--- src/rtl/axis_latch_arbiter_if.sv ---
// Bundle of the requester streams and the latched output stream around
// axis_latch_arbiter. The slave modport is the arbiter's view; the master
// modport is the view of the requesters/consumer surrounding it.
interface axis_latch_arbiter_if #(
  parameter int AXIS_TDATA_WIDTH = 32,
  parameter int N_PORTS          = 4
);
  localparam int TID_W = (N_PORTS > 1) ? $clog2(N_PORTS) : 1;

  logic [N_PORTS*AXIS_TDATA_WIDTH-1:0] s_axis_tdata;
  logic [N_PORTS-1:0]                  s_axis_tvalid;
  logic [N_PORTS-1:0]                  s_axis_tready;
  logic [AXIS_TDATA_WIDTH-1:0]         m_axis_tdata;
  logic                                m_axis_tvalid;
  logic                                m_axis_tready;
  logic [TID_W-1:0]                    m_axis_tid;
  logic                                update;

  modport slave (
    input  s_axis_tdata, s_axis_tvalid, m_axis_tready,
    output s_axis_tready, m_axis_tdata, m_axis_tvalid, m_axis_tid, update
  );

  modport master (
    output s_axis_tdata, s_axis_tvalid, m_axis_tready,
    input  s_axis_tready, m_axis_tdata, m_axis_tvalid, m_axis_tid, update
  );
endinterface

--- src/rtl/axis_latch_arbiter.sv ---
// Round-robin arbiter that latches one word from one of N_PORTS requesters
// into a constant output register. Each accepted word is followed by an
// optional hold-off of HOLD_CYCLES cycles before the next arbitration.
module axis_latch_arbiter #(
  parameter int AXIS_TDATA_WIDTH = 32,
  parameter int N_PORTS          = 4,
  parameter int HOLD_CYCLES      = 0
) (
  input  logic                  aclk,
  input  logic                  areset,
  axis_latch_arbiter_if.slave   bus
);

  localparam int TID_W = (N_PORTS > 1) ? $clog2(N_PORTS) : 1;
  localparam logic [7:0] HOLD_LOAD = (HOLD_CYCLES > 0) ? 8'(HOLD_CYCLES - 1) : 8'd0;

  typedef enum logic [1:0] {IDLE, GRANT, HOLD} state_t;

  state_t                      state;
  state_t                      state_next;
  logic [TID_W-1:0]            grant_idx;
  logic [TID_W-1:0]            last_grant;
  logic [TID_W-1:0]            pick;
  logic                        any_req;
  logic                        fire;
  logic [7:0]                  hold_cnt;
  logic [N_PORTS-1:0]          ready;
  logic [AXIS_TDATA_WIDTH-1:0] req_data [N_PORTS];

  // The latched output never back-pressures, so its ready is not consulted.
  logic unused_m_tready;
  assign unused_m_tready = bus.m_axis_tready;

  // Unpack the requester data bus so the granted word is a plain array select.
  for (genvar i = 0; i < N_PORTS; i++) begin : g_unpack
    assign req_data[i] = bus.s_axis_tdata[i*AXIS_TDATA_WIDTH +: AXIS_TDATA_WIDTH];
  end

  assign any_req = |bus.s_axis_tvalid;
  assign fire    = (state == GRANT) && bus.s_axis_tvalid[grant_idx];

  // Round-robin pick: first requester scanning upward from last_grant+1, so
  // the most recent winner is considered last.
  always_comb begin
    logic found;
    int   idx_i;
    logic [TID_W-1:0] idx;
    found = 1'b0;
    pick  = '0;
    idx_i = 0;
    idx   = '0;
    for (int k = 1; k <= N_PORTS; k++) begin
      idx_i = (int'(last_grant) + k) % N_PORTS;
      idx   = TID_W'(idx_i);
      if (!found && bus.s_axis_tvalid[idx]) begin
        found = 1'b1;
        pick  = idx;
      end
    end
  end

  // State register.
  always_ff @(posedge aclk or posedge areset) begin
    if (areset) state <= IDLE;
    else        state <= state_next;
  end

  // Next-state logic; a granted port that dropped tvalid simply loses its turn.
  always_comb begin
    state_next = state;
    case (state)
      IDLE:    if (any_req) state_next = GRANT;
      GRANT:   state_next = (fire && (HOLD_CYCLES > 0)) ? HOLD : IDLE;
      HOLD:    if (hold_cnt == 8'd0) state_next = IDLE;
      default: state_next = IDLE;
    endcase
  end

  // Ready is decoded from registered state only, keeping inputs off the ready path.
  always_comb begin
    ready = '0;
    if (state == GRANT) ready[grant_idx] = 1'b1;
  end

  assign bus.s_axis_tready = ready;

  // Grant capture, output latch, update pulse and hold-off counter.
  always_ff @(posedge aclk or posedge areset) begin
    if (areset) begin
      grant_idx         <= '0;
      last_grant        <= TID_W'(N_PORTS - 1);
      hold_cnt          <= 8'd0;
      bus.m_axis_tdata  <= '0;
      bus.m_axis_tvalid <= 1'b0;
      bus.m_axis_tid    <= '0;
      bus.update        <= 1'b0;
    end else begin
      bus.update <= 1'b0;
      case (state)
        IDLE: begin
          if (any_req) grant_idx <= pick;
        end
        GRANT: begin
          if (fire) begin
            bus.m_axis_tdata  <= req_data[grant_idx];
            bus.m_axis_tid    <= grant_idx;
            bus.m_axis_tvalid <= 1'b1;
            bus.update        <= 1'b1;
            last_grant        <= grant_idx;
            if (HOLD_CYCLES > 0) hold_cnt <= HOLD_LOAD;
          end
        end
        HOLD: begin
          if (hold_cnt != 8'd0) hold_cnt <= hold_cnt - 8'd1;
        end
        default: ;
      endcase
    end
  end

endmodule

--- src/flat_wrapper.sv ---
// flat-port wrapper written by rule: the top's interface ports become plain ports
module axis_latch_arbiter_flat 
#(
  parameter int AXIS_TDATA_WIDTH = 32,
  parameter int N_PORTS          = 4,
  parameter int HOLD_CYCLES      = 0
)
  (aclk, areset, bus_s_axis_tdata, bus_s_axis_tvalid, bus_m_axis_tready, bus_s_axis_tready, bus_m_axis_tdata, bus_m_axis_tvalid, bus_m_axis_tid, bus_update);
  axis_latch_arbiter_if #(.AXIS_TDATA_WIDTH(AXIS_TDATA_WIDTH), .N_PORTS(N_PORTS)) bus_i ();
  input  logic aclk;
  input  logic areset;
  input wire logic [$bits(bus_i.s_axis_tdata)-1:0] bus_s_axis_tdata;
  input wire logic [$bits(bus_i.s_axis_tvalid)-1:0] bus_s_axis_tvalid;
  input wire logic [$bits(bus_i.m_axis_tready)-1:0] bus_m_axis_tready;
  output wire logic [$bits(bus_i.s_axis_tready)-1:0] bus_s_axis_tready;
  output wire logic [$bits(bus_i.m_axis_tdata)-1:0] bus_m_axis_tdata;
  output wire logic [$bits(bus_i.m_axis_tvalid)-1:0] bus_m_axis_tvalid;
  output wire logic [$bits(bus_i.m_axis_tid)-1:0] bus_m_axis_tid;
  output wire logic [$bits(bus_i.update)-1:0] bus_update;
  assign bus_i.s_axis_tdata = bus_s_axis_tdata;
  assign bus_i.s_axis_tvalid = bus_s_axis_tvalid;
  assign bus_i.m_axis_tready = bus_m_axis_tready;
  assign bus_s_axis_tready = bus_i.s_axis_tready;
  assign bus_m_axis_tdata = bus_i.m_axis_tdata;
  assign bus_m_axis_tvalid = bus_i.m_axis_tvalid;
  assign bus_m_axis_tid = bus_i.m_axis_tid;
  assign bus_update = bus_i.update;
  axis_latch_arbiter #(.AXIS_TDATA_WIDTH(AXIS_TDATA_WIDTH), .N_PORTS(N_PORTS), .HOLD_CYCLES(HOLD_CYCLES)) u_core (.aclk(aclk), .areset(areset), .bus(bus_i));
endmodule
--- config.mk ---
export PLATFORM = sky130hd
export DESIGN_NAME = axis_latch_arbiter_flat
export DESIGN_NICKNAME = d
export VERILOG_FILES = /design/src/rtl/axis_latch_arbiter_if.sv /design/src/rtl/axis_latch_arbiter.sv /design/src/flat_wrapper.sv
export SDC_FILE = /design/constraint.sdc
export NUM_CORES = 1
export LEC_CHECK = 0
export CORE_AREA = 2 2 84 86
export CTS_CLUSTER_DIAMETER = 200
export CTS_CLUSTER_SIZE = 14
export DETAILED_ROUTE_END_ITERATION = 16
export DIE_AREA = 0 0 86 88
export GPL_ROUTABILITY_DRIVEN = 0
export PLACE_DENSITY_LB_ADDON = 0.25
export SLEW_MARGIN = 15
export SYNTH_ARGS = -nofsm -noshare
export SYNTH_HDL_FRONTEND = slang
export SYNTH_SLANG_ARGS = --single-unit
--- constraint.sdc ---
create_clock -name aclk -period 5.1 [get_ports aclk]
set_input_delay 1.02 -clock aclk [delete_from_list [all_inputs] [get_ports aclk]]
set_output_delay 1.02 -clock aclk [all_outputs]
set_load 0.03 [all_outputs]
==> run metrics, run 1 <==
run status completed; placed insts roughly 400; hold wc startpoint u_core.bus.m_axis_tvalid; critical path startpoint category flip-flop; final setup violation count 0; final non-filler cell total 409; RSZ-0062 raised after global routing no; HPWL after detailed placement 5.767 mm; Global Route Usage Sum 19.42%; required time worst endpoint 4080 ps; later-pin clock latency in the skew report between 200 and 300 ps; Final Max Tran Viols 0; overall die height 88 um; global-route wire length before repair 11.37 mm; nets between 400 and 500; number of antenna violations at the first check in global routing 0; LEAKAGE 1.764 nW; Core Rows 30; aggregate negative setup slack 0 ps; mean post-synth cell area 16.29 um^2; drt initial violations 59; hold buffers post-CTS 0; simple-gate portion of the synthesized area 4.746%; Worst slew margin 61.90%; instance area at placement between 4000 and 5000 um^2; pin count of the biggest net entering global routing 42; Combinational Power Share between 60% and 70%; cell area after synthesis 2557 um^2; Sequential Power Share 26.1%; Worst-path clk slew 80 ps; number of nets with antenna violations after detailed routing 0; sequential cell area about 1000 um^2; max-cap violation count 0; Unique masters post-synth 31; net switching component of the power 0.0009231 W; Yosys warnings 0; post-synthesis compound-gate area fraction 2.593%; Max Fclk 366.5 MHz; arrival time of the worst setup path 1710 ps; post-route clock skew 4.874 ps; critical setup path kind flip-flop to output pin; launch point of the worst reg-to-reg path u_core.grant_idx[1]; Clk network pwr share 8.7%; mean routed wirelength per cell between 15 and 20 um; Power Dens Cells 536.2 nW/um^2; proportion of synthesized chip area in sequential cells about two fifths; fill count around 500; class of the most critical hold timing path flip-flop to flip-flop; width of the die 86 um; cells after synthesis 157; initial cell density of the core 38.49%; slew at the pin with the worst max-slew slack 571.5 ps; area occupied by multi-input gates 1413 um^2; Crit. End Element output pin; Avg Vias per Cell 5.105; combinational family with the most area after synthesis multiplexers; Max Buffers Root-to-Sink 2; H-tree Lvls 2; # clock sinks 41; post-synthesis share of cell area spent on xor and xnor gates 0%; CP startpoint u_core.grant_idx[1]; largest voltage drop on the vdd net 0.0003522 V; mux cell area share after synthesis 47.90%; number of I/O port buffers 173; via count of the first global-routing pass approximately 2.2k; die area 7568 um^2; switching fraction of total power 39.17%; Worst Path Max Fanout 9; PostCTS Resize Cnt 0; number of optimization iterations in the first detailed-route pass 4; post-layout instance area 4395 um^2; Overflow after GRT 0; DRC 0; area added between synthesis and finish 71.87%; share of final-layout standard cells stronger than drive strength 1 about 24%; Hold Vio Cnt, Final 0; CTS tree built; number of top-level pins 175; post-synth net total 292; Inserted Diodes 0; count of vias placed by the detailed router 2088; fraction of the mapped netlist area in adder cells 0%; Tmin final 2729 ps; #FFs+latches synth 41; internal cell power 0.001434 W; Final period util a little over half; TritonCTS Buffers 5; total length of routed wires 7.417 mm; root buffer selected by CTS sky130_fd_sc_hd__clkbuf_8; core area 6644 um^2; buffer count from post-CTS setup fixing 0
==> worst paths after layout <==
check / to / slack (ps) / cells past startpoint
min in group asynchronous: u_core.bus.m_axis_tdata[27] / 1140 / 3
worst min-delay path: u_core.bus.m_axis_tvalid / 480 / 1
worst min register to register: u_core.bus.m_axis_tvalid / 480 / 1
worst max register to register: u_core.bus.m_axis_tdata[28] / 2760 / 5
max in group asynchronous: u_core.last_grant[1] / 3580 / 3
worst max-delay path: bus_s_axis_tready[0] / 2370 / 2
==> metrics by stage <==
step	hold slack [ps]	setup WS, ps	util (%)	total power [W]
global placement	450.5	2246	64.92	0.002154
finish	476.8	2371	66.16	0.002357
global route	507.9	2210	66.16	0.002501
floorplan	467.9	2538	-	0.001667
detailed placement	457.0	2194	64.92	0.002177
CTS	477.6	2349	66.16	0.002390
==> state kept, by name (all words and copies together), names as in the netlist <==
| name | cells |
|---|---|
| u_core.bus.m_axis_tvalid | 1 |
| u_core.state | 1 |
| u_core.bus.m_axis_tdata | 32 |
| u_core.bus.m_axis_tid | 2 |
| u_core.grant_idx | 2 |
| u_core.last_grant | 2 |
| u_core.bus.update | 1 |
==> logic make-up (layout without fill, tap and decap cells) <==
family,after synthesis,in the layout
flip-flops,41,41
AND/OR/NAND/NOR,25,25
multiplexers,67,67
buffers and inverters,15,187
AO/OA/AOI/OAI,9,9
==> cells in the mapped netlist <==
library cell               instances  area, um^2
sky130_fd_sc_hd__a31oi_1           1       6.260
sky130_fd_sc_hd__inv_6             1       8.760
sky130_fd_sc_hd__nand2b_1          2       12.51
sky130_fd_sc_hd__nor2b_1           1       6.260
sky130_fd_sc_hd__and3_1            1       6.260
sky130_fd_sc_hd__dfrtp_1          39       975.9
sky130_fd_sc_hd__a21oi_1           2       10.01
sky130_fd_sc_hd__nand2_1          12       45.04
sky130_fd_sc_hd__inv_1             2       7.510
sky130_fd_sc_hd__nor3b_1           1       7.510
sky130_fd_sc_hd__a21o_1            1       7.510
sky130_fd_sc_hd__o21a_1            1       7.510
sky130_fd_sc_hd__mux4_2           33       743.2
sky130_fd_sc_hd__clkbuf_1          3       11.26
sky130_fd_sc_hd__mux2_2            5       56.30
sky130_fd_sc_hd__nor2_1            5       18.77
sky130_fd_sc_hd__mux2_4           27       405.4
sky130_fd_sc_hd__mux2i_1           2       20.02
sky130_fd_sc_hd__dfstp_2           2       52.55
sky130_fd_sc_hd__a22o_1            1       8.760
sky130_fd_sc_hd__buf_8             1       15.01
sky130_fd_sc_hd__nand2_4           1       11.26
sky130_fd_sc_hd__buf_1             2       7.510
sky130_fd_sc_hd__and3b_1           1       8.760
sky130_fd_sc_hd__o211ai_1          1       7.510
sky130_fd_sc_hd__buf_6             1       11.26
sky130_fd_sc_hd__nand3_1           1       5.000
sky130_fd_sc_hd__buf_2             3       15.01
sky130_fd_sc_hd__o221ai_1          1       8.760
sky130_fd_sc_hd__o32a_1            1       10.01
sky130_fd_sc_hd__buf_12            2       40.04
==> placed cells by master, fill, tap and decap left out, types with 2 or more instances in the layout <==
cell type,synthesis,routed
sky130_fd_sc_hd__a21oi_1,2,2
sky130_fd_sc_hd__buf_4,0,3
sky130_fd_sc_hd__clkbuf_8,0,5
sky130_fd_sc_hd__clkdlybuf4s50_1,0,173
sky130_fd_sc_hd__clkinv_2,0,2
sky130_fd_sc_hd__dfrtp_1,39,38
sky130_fd_sc_hd__dfstp_2,2,2
sky130_fd_sc_hd__mux2_2,5,5
sky130_fd_sc_hd__mux2_4,27,27
sky130_fd_sc_hd__mux2i_1,2,2
sky130_fd_sc_hd__mux4_2,33,33
sky130_fd_sc_hd__nand2_1,12,12
sky130_fd_sc_hd__nand2b_1,2,2
sky130_fd_sc_hd__nor2_1,5,5
==> layout make-up <==
class	instances	area share, %
multi-input combinational	101	32.14
inverter	3	0.3701
clock buffer	6	1.651
clock inverter	2	0.2277
sequential	41	23.43
timing repair buffer	176	39.91
tap	80	2.277
==> power by group through the flow <==
stage / clock (W) / combinational (W) / sequential (W)
2_1_floorplan: 0 / 0.000799 / 0.000868
3_3_place_gp: 0 / 0.00154 / 0.000612
5_1_grt: 0.000226 / 0.00163 / 0.000641
6_report: 0.000205 / 0.00154 / 0.000615
4_1_cts: 0.000211 / 0.00156 / 0.000615
3_5_place_dp: 0 / 0.00156 / 0.000618
==> metal layers <==
| metal | track usage (%) | part of all wire, % | vias to the layer above |
|---|---|---|---|
| met5 | 0 | 0 | - |
| met4 | 6.061 | 1.8 | 0 |
| met3 | 4.524 | 8.2 | 12 |
| met2 | 34.46 | 53 | 100 |
| met1 | 23.50 | 37 | 1022 |
| li1 | - | - | 954 |
==> critical path, stage by stage, from the launching register on <==
cell and delay [ps]:
sky130_fd_sc_hd__dfrtp_1 490, sky130_fd_sc_hd__nor3b_1 230, sky130_fd_sc_hd__clkdlybuf4s50_1 700
Power figures use the tool's default switching activity.
==> run 2, diff against run 1 <==
--- a/config.mk
+++ b/config.mk
@@ -5,11 +5,11 @@
 export SDC_FILE = /design/constraint.sdc
 export NUM_CORES = 1
 export LEC_CHECK = 0
-export CORE_AREA = 2 2 84 86
+export CORE_AREA = 2 2 88 90
 export CTS_CLUSTER_DIAMETER = 200
 export CTS_CLUSTER_SIZE = 14
 export DETAILED_ROUTE_END_ITERATION = 16
-export DIE_AREA = 0 0 86 88
+export DIE_AREA = 0 0 90 92
 export GPL_ROUTABILITY_DRIVEN = 0
 export PLACE_DENSITY_LB_ADDON = 0.25
 export SLEW_MARGIN = 15
==> constraint.sdc (replaced) <==
create_clock -name aclk -period 2.75 [get_ports aclk]
set_input_delay 0.55 -clock aclk [delete_from_list [all_inputs] [get_ports aclk]]
set_output_delay 0.55 -clock aclk [all_outputs]
set_load 0.03 [all_outputs]
==> run metrics, run 2 (synthesis results as in run 1) <==
Worst path max stage delay 700 ps; Avg Vias per Cell 4.840; worst-case setup slack after placement 327.7 ps; Clk network pwr share 11.2%; number of nets with antenna violations after detailed routing 0; core area between 7000 and 8000 um^2; CTS tree built; register with the highest flop count u_core.bus.m_axis_tdata; HPWL after detailed placement 5.689 mm; Final period util around 84%; CP max stage cell sky130_fd_sc_hd__clkdlybuf4s50_1; later-pin clock latency in the skew report 290 ps; switching fraction of total power 38.17%; Worst slew margin 64.69%; Worst Setup Slack, final around 430 ps; placed insts approximately 420; slew at the pin with the worst max-slew slack 529.6 ps; RSZ-0062 raised after global routing no; mean routed wirelength per cell 17.11 um; critical setup path kind flip-flop to output pin; post-route clock skew 4.755 ps; TritonCTS Buffers 5; Core Rows 32; Hold Vio Cnt, Final 0; max-cap violation count 0; arrival time of the worst setup path 1770 ps; launch point of the worst reg-to-reg path u_core.grant_idx[0]; root buffer selected by CTS sky130_fd_sc_hd__clkbuf_8; critical path startpoint category flip-flop; fill count roughly 610; Power Dens Cells around 1000 nW/um^2; post-layout instance area 4459 um^2; buffer count from post-CTS setup fixing 0; largest voltage drop on the vdd net 0.0005689 V; width of the die 90 um; number of antenna violations at the first check in global routing 0; required time worst endpoint 2200 ps; Overflow after GRT 0; PostCTS Resize Cnt 0; Crit. End Element output pin; Worst-path clk slew 80 ps; Max Fclk between 400 and 500 MHz; run status completed; area added between synthesis and finish 74.36%; Tmin final roughly 2300 ps; Min-Delay Path Depth 1; final setup violation count 0; worst hold slack ~480 ps; Final Max Tran Viols 0; most used cells in the layout excluding fill and tap cells 171 x sky130_fd_sc_hd__clkdlybuf4s50_1, 38 x sky130_fd_sc_hd__dfrtp_1, 33 x sky130_fd_sc_hd__mux4_2, 27 x sky130_fd_sc_hd__mux2_4, 12 x sky130_fd_sc_hd__nand2_1; overall die height 92 um; internal cell power between 0.002 and 0.003 W; commonest non-fill, non-tap cell in the layout sky130_fd_sc_hd__clkdlybuf4s50_1; drt initial violations 43; DRC 0; pin count of the biggest net entering global routing 36; max reg flops 32; instance area at placement 4343 um^2; Worst Path Max Fanout 11; global-route wire length before repair 12.05 mm; H-tree Lvls 2; hold buffers post-CTS 0; total length of routed wires about 7.4 mm; number of top-level pins ~180; initial cell density of the core around a third; class of the most critical hold timing path flip-flop to flip-flop; Register-to-Register Path Depth 3; internal reg-to-reg setup slack 670 ps; count of vias placed by the detailed router 2091; end point of the worst hold path u_core.bus.m_axis_tvalid; nets 464; Inserted Diodes 0; net switching component of the power 0.001713 W; R2R Path End u_core.bus.m_axis_tdata[21]; via count of the first global-routing pass 2231; number of I/O port buffers between 150 and 200; Sequential Power Share 25.7%; number of optimization iterations in the first detailed-route pass 4; LEAKAGE 1.789 nW; aggregate negative setup slack 0 ps; die area 8280 um^2; final non-filler cell total roughly 430; cell-by-cell trace of the critical path nor3b_1, clkdlybuf4s50_1; Global Route Usage Sum 18.51%; share of final-layout standard cells stronger than drive strength 1 25.45%; Max Buffers Root-to-Sink 2; hold wc startpoint u_core.bus.m_axis_tvalid; Combinational Power Share a little over three fifths; # clock sinks between 40 and 50
-- run 2: cell types whose count changed in the layout (fill, tap and decap cells not counted), sizes merged --
cell,before,now
buf,3,6
inv,2,3
clkinv,3,0
bufinv,0,1
clkdlybuf4s50,173,171
clkbuf,6,7
-- run 2: how the worst max path moves through the flow --
stage	startpoint	endpoint	cells after the start	slack (ps)
2_1_floorplan	u_core.grant_idx[1]	bus_s_axis_tready[0]	3	660
3_3_place_gp	bus_s_axis_tvalid[2]	u_core.bus.m_axis_tdata[21]	5	350
3_5_place_dp	bus_s_axis_tvalid[2]	u_core.bus.m_axis_tdata[18]	5	330
4_1_cts	u_core.grant_idx[1]	bus_s_axis_tready[0]	2	410
5_1_grt	u_core.grant_idx[1]	bus_s_axis_tready[0]	2	360
6_report	u_core.grant_idx[1]	bus_s_axis_tready[0]	2	430
-- run 2: layout make-up --
cell class | count | area [um^2] | share of cell area (%)
repair buffers | 177 | 1757 | 39.39
multi-input cells | 101 | 1413 | 31.68
well taps | 102 | 127.6 | 2.862
clock buffers | 7 | 86.33 | 1.936
flip-flops and latches | 41 | 1030 | 23.09
inverters | 3 | 16.27 | 0.3648
clock inverters | 1 | 30.03 | 0.6734
-- run 2: critical path, delay by kind of cell, from the launching register on --
kind | cells | cell delay (ps)
simple gates | 1 | 260
buf+inv | 1 | 700
flops | 1 | 520
-- run 2: power groups by stage --
stage	Clock [W]	Combinational [W]	Sequential [W]
floorplan	0	0.00148	0.00161
global placement	0	0.00283	0.00116
detailed placement	0	0.00286	0.00116
CTS	0.000520	0.00287	0.00116
global route	0.000545	0.00299	0.00121
finish	0.000503	0.00283	0.00116
-- run 2: routing by layer --
metal	GRT usage (%)	up-vias	wire, um
met1	21.67	1019	2952
met5	0	-	0
li1	-	959	-
met3	7.724	6	747
met2	31.70	107	3624
met4	4.487	0	68
-- run 2: stage by stage --
step	util (%)	total power [W]
after global placement	58.32	0.003999
after CTS	59.88	0.004549
after detailed placement	58.32	0.004021
after global routing	59.88	0.004742
final	59.88	0.004489
after floorplan	-	0.003092
==> run 3, diff against run 2 <==
--- a/config.mk
+++ b/config.mk
@@ -5,11 +5,11 @@
 export SDC_FILE = /design/constraint.sdc
 export NUM_CORES = 1
 export LEC_CHECK = 0
-export CORE_AREA = 2 2 88 90
+export CORE_AREA = 2 2 93 95
 export CTS_CLUSTER_DIAMETER = 200
 export CTS_CLUSTER_SIZE = 14
 export DETAILED_ROUTE_END_ITERATION = 16
-export DIE_AREA = 0 0 90 92
+export DIE_AREA = 0 0 95 97
 export GPL_ROUTABILITY_DRIVEN = 0
 export PLACE_DENSITY_LB_ADDON = 0.25
 export SLEW_MARGIN = 15
==> constraint.sdc (replaced) <==
create_clock -name aclk -period 1.95 [get_ports aclk]
set_input_delay 0.39 -clock aclk [delete_from_list [all_inputs] [get_ports aclk]]
set_output_delay 0.39 -clock aclk [all_outputs]
set_load 0.03 [all_outputs]
==> run metrics, run 3 (synthesis results as in run 1) <==
required time worst endpoint about 1600 ps; die area ~9200 um^2; Max Buffers Root-to-Sink 2; via count of the first global-routing pass 2306; hold buffers post-CTS 0; core area 8134 um^2; internal reg-to-reg setup slack 190 ps; Inserted Diodes 0; aggregate negative setup slack 0 ps; Avg Vias per Cell 4.789; register with the highest flop count u_core.bus.m_axis_tdata; RSZ-0062 raised after global routing no; Power Dens Cells between 1000 and 1500 nW/um^2; slew at the pin with the worst max-slew slack 459.2 ps; arrival time of the worst setup path 1400 ps; Final period util 91.89%; drt initial violations 31; PostCTS Resize Cnt 1; post-layout instance area 4531 um^2; later-pin clock latency in the skew report a little under 300 ps; nets 470; critical setup path kind flip-flop to output pin; area added between synthesis and finish 77.15%; cell-by-cell trace of the critical path nand2_1, nor2_1, dlygate4sd2_1; largest voltage drop on the vdd net about 0.00068 V; # clock sinks 41; pin count of the biggest net entering global routing 36; Crit. End Element output pin; share of final-layout standard cells stronger than drive strength 1 27.38%; worst hold slack 429.6 ps; Max Fclk approximately 560 MHz; final setup violation count 0; max reg flops 32; Overflow after GRT 0; launch point of the worst reg-to-reg path u_core.grant_idx[0]; Tmin final 1792 ps; commonest non-fill, non-tap cell in the layout sky130_fd_sc_hd__clkdlybuf4s50_1; initial cell density of the core 31.44%; number of nets with antenna violations after detailed routing 0; DRC 0; Worst-path clk slew 70 ps; number of antenna violations at the first check in global routing 0; count of vias placed by the detailed router 2112; R2R Path End u_core.bus.m_axis_tdata[5]; TritonCTS Buffers 5; root buffer selected by CTS sky130_fd_sc_hd__clkbuf_8; Hold Vio Cnt, Final 0; max-cap violation count 0; Worst Path Max Fanout 10; Worst path max stage delay approximately 520 ps; overall die height 97 um; instance area at placement 4415 um^2; post-route clock skew 1.569 ps; CTS tree built; number of top-level pins 175; global-route wire length before repair 11.81 mm; critical path startpoint category flip-flop; total length of routed wires 7.638 mm; run status completed; H-tree Lvls 2; number of I/O port buffers 173; class of the most critical hold timing path input pin to async pin; HPWL after detailed placement 6.052 mm; LEAKAGE 1.832 nW; most used cells in the layout excluding fill and tap cells 169 x sky130_fd_sc_hd__clkdlybuf4s50_1, 37 x sky130_fd_sc_hd__dfrtp_1, 33 x sky130_fd_sc_hd__mux4_2, 27 x sky130_fd_sc_hd__mux2_4, 12 x sky130_fd_sc_hd__nand2_1; Global Route Usage Sum about 16%; Final Max Tran Viols 0; number of optimization iterations in the first detailed-route pass 4; Worst slew margin between 60% and 70%; mean routed wirelength per cell roughly 17 um; Register-to-Register Path Depth 3; Core Rows 33; CP max stage cell sky130_fd_sc_hd__dfrtp_2; buffer count from post-CTS setup fixing 0; width of the die 95 um
[run 3: changes by cell type in the layout (fill, tap and decap cells not counted)]
cell	before	now
sky130_fd_sc_hd__dlygate4sd2_1	0	1
sky130_fd_sc_hd__dfrtp_1	38	37
sky130_fd_sc_hd__buf_4	6	11
sky130_fd_sc_hd__buf_12	0	2
sky130_fd_sc_hd__clkdlybuf4s50_1	171	169
sky130_fd_sc_hd__dfrtp_2	1	2
[run 3: stage by stage]
step / setup WS (ps) / total power (W) / utilization [%] / cells
finish: 158.1 / 0.006388 / 55.70 / 441
global route: 55.87 / 0.006762 / 55.70 / 441
CTS: 137.5 / 0.006487 / 55.70 / 441
detailed placement: -126.8 / 0.005759 / 54.28 / 433
global placement: -98.03 / 0.005724 / 54.28 / 433
floorplan: 17.72 / 0.004361 / - / 157
[run 3: layout make-up]
| cell class | instances | area [um^2] |
|---|---|---|
| Multi-Input combinational cell | 101 | 1413 |
| Fill cell | 698 | 3603 |
| Clock buffer | 7 | 86.33 |
| Sequential cell | 41 | 1031 |
| Inverter | 3 | 16.27 |
| Timing Repair Buffer | 183 | 1823 |
| Tap cell | 105 | 131.4 |
| Clock inverter | 1 | 30.03 |
[run 3: worst max-delay path: cells and delay by family (launching register included)]
kind / cells / cell delay (ps)
buffers and inverters: 1 / 410
flip-flops: 1 / 520
AND/OR/NAND/NOR: 2 / 180
[run 3: power breakdown]
part	internal (W)	switching, W
logic	0.00226	0.00183
clock network	0.000417	0.000278
registers	0.00130	0.000311
total	0.00397	0.00242
[run 3: worst max-delay path by stage]
| stage | startpoint | endpoint | depth (start not counted) |
|---|---|---|---|
| floorplan | u_core.grant_idx[1] | bus_s_axis_tready[0] | 3 |
| global placement | bus_s_axis_tvalid[2] | u_core.bus.m_axis_tdata[21] | 5 |
| detailed placement | bus_s_axis_tvalid[1] | u_core.bus.m_axis_tdata[17] | 5 |
| CTS | u_core.grant_idx[0] | bus_s_axis_tready[1] | 3 |
| global route | u_core.grant_idx[0] | bus_s_axis_tready[1] | 3 |
| finish | u_core.grant_idx[0] | bus_s_axis_tready[1] | 3 |
[run 3: routing by layer]
metal	GRT usage [%]	routed length, um	vias to the layer above
met5	0	0	-
met3	6.231	935	10
met2	28.97	3845	111
met4	3.122	87	0
li1	-	-	972
met1	18.72	2770	1019
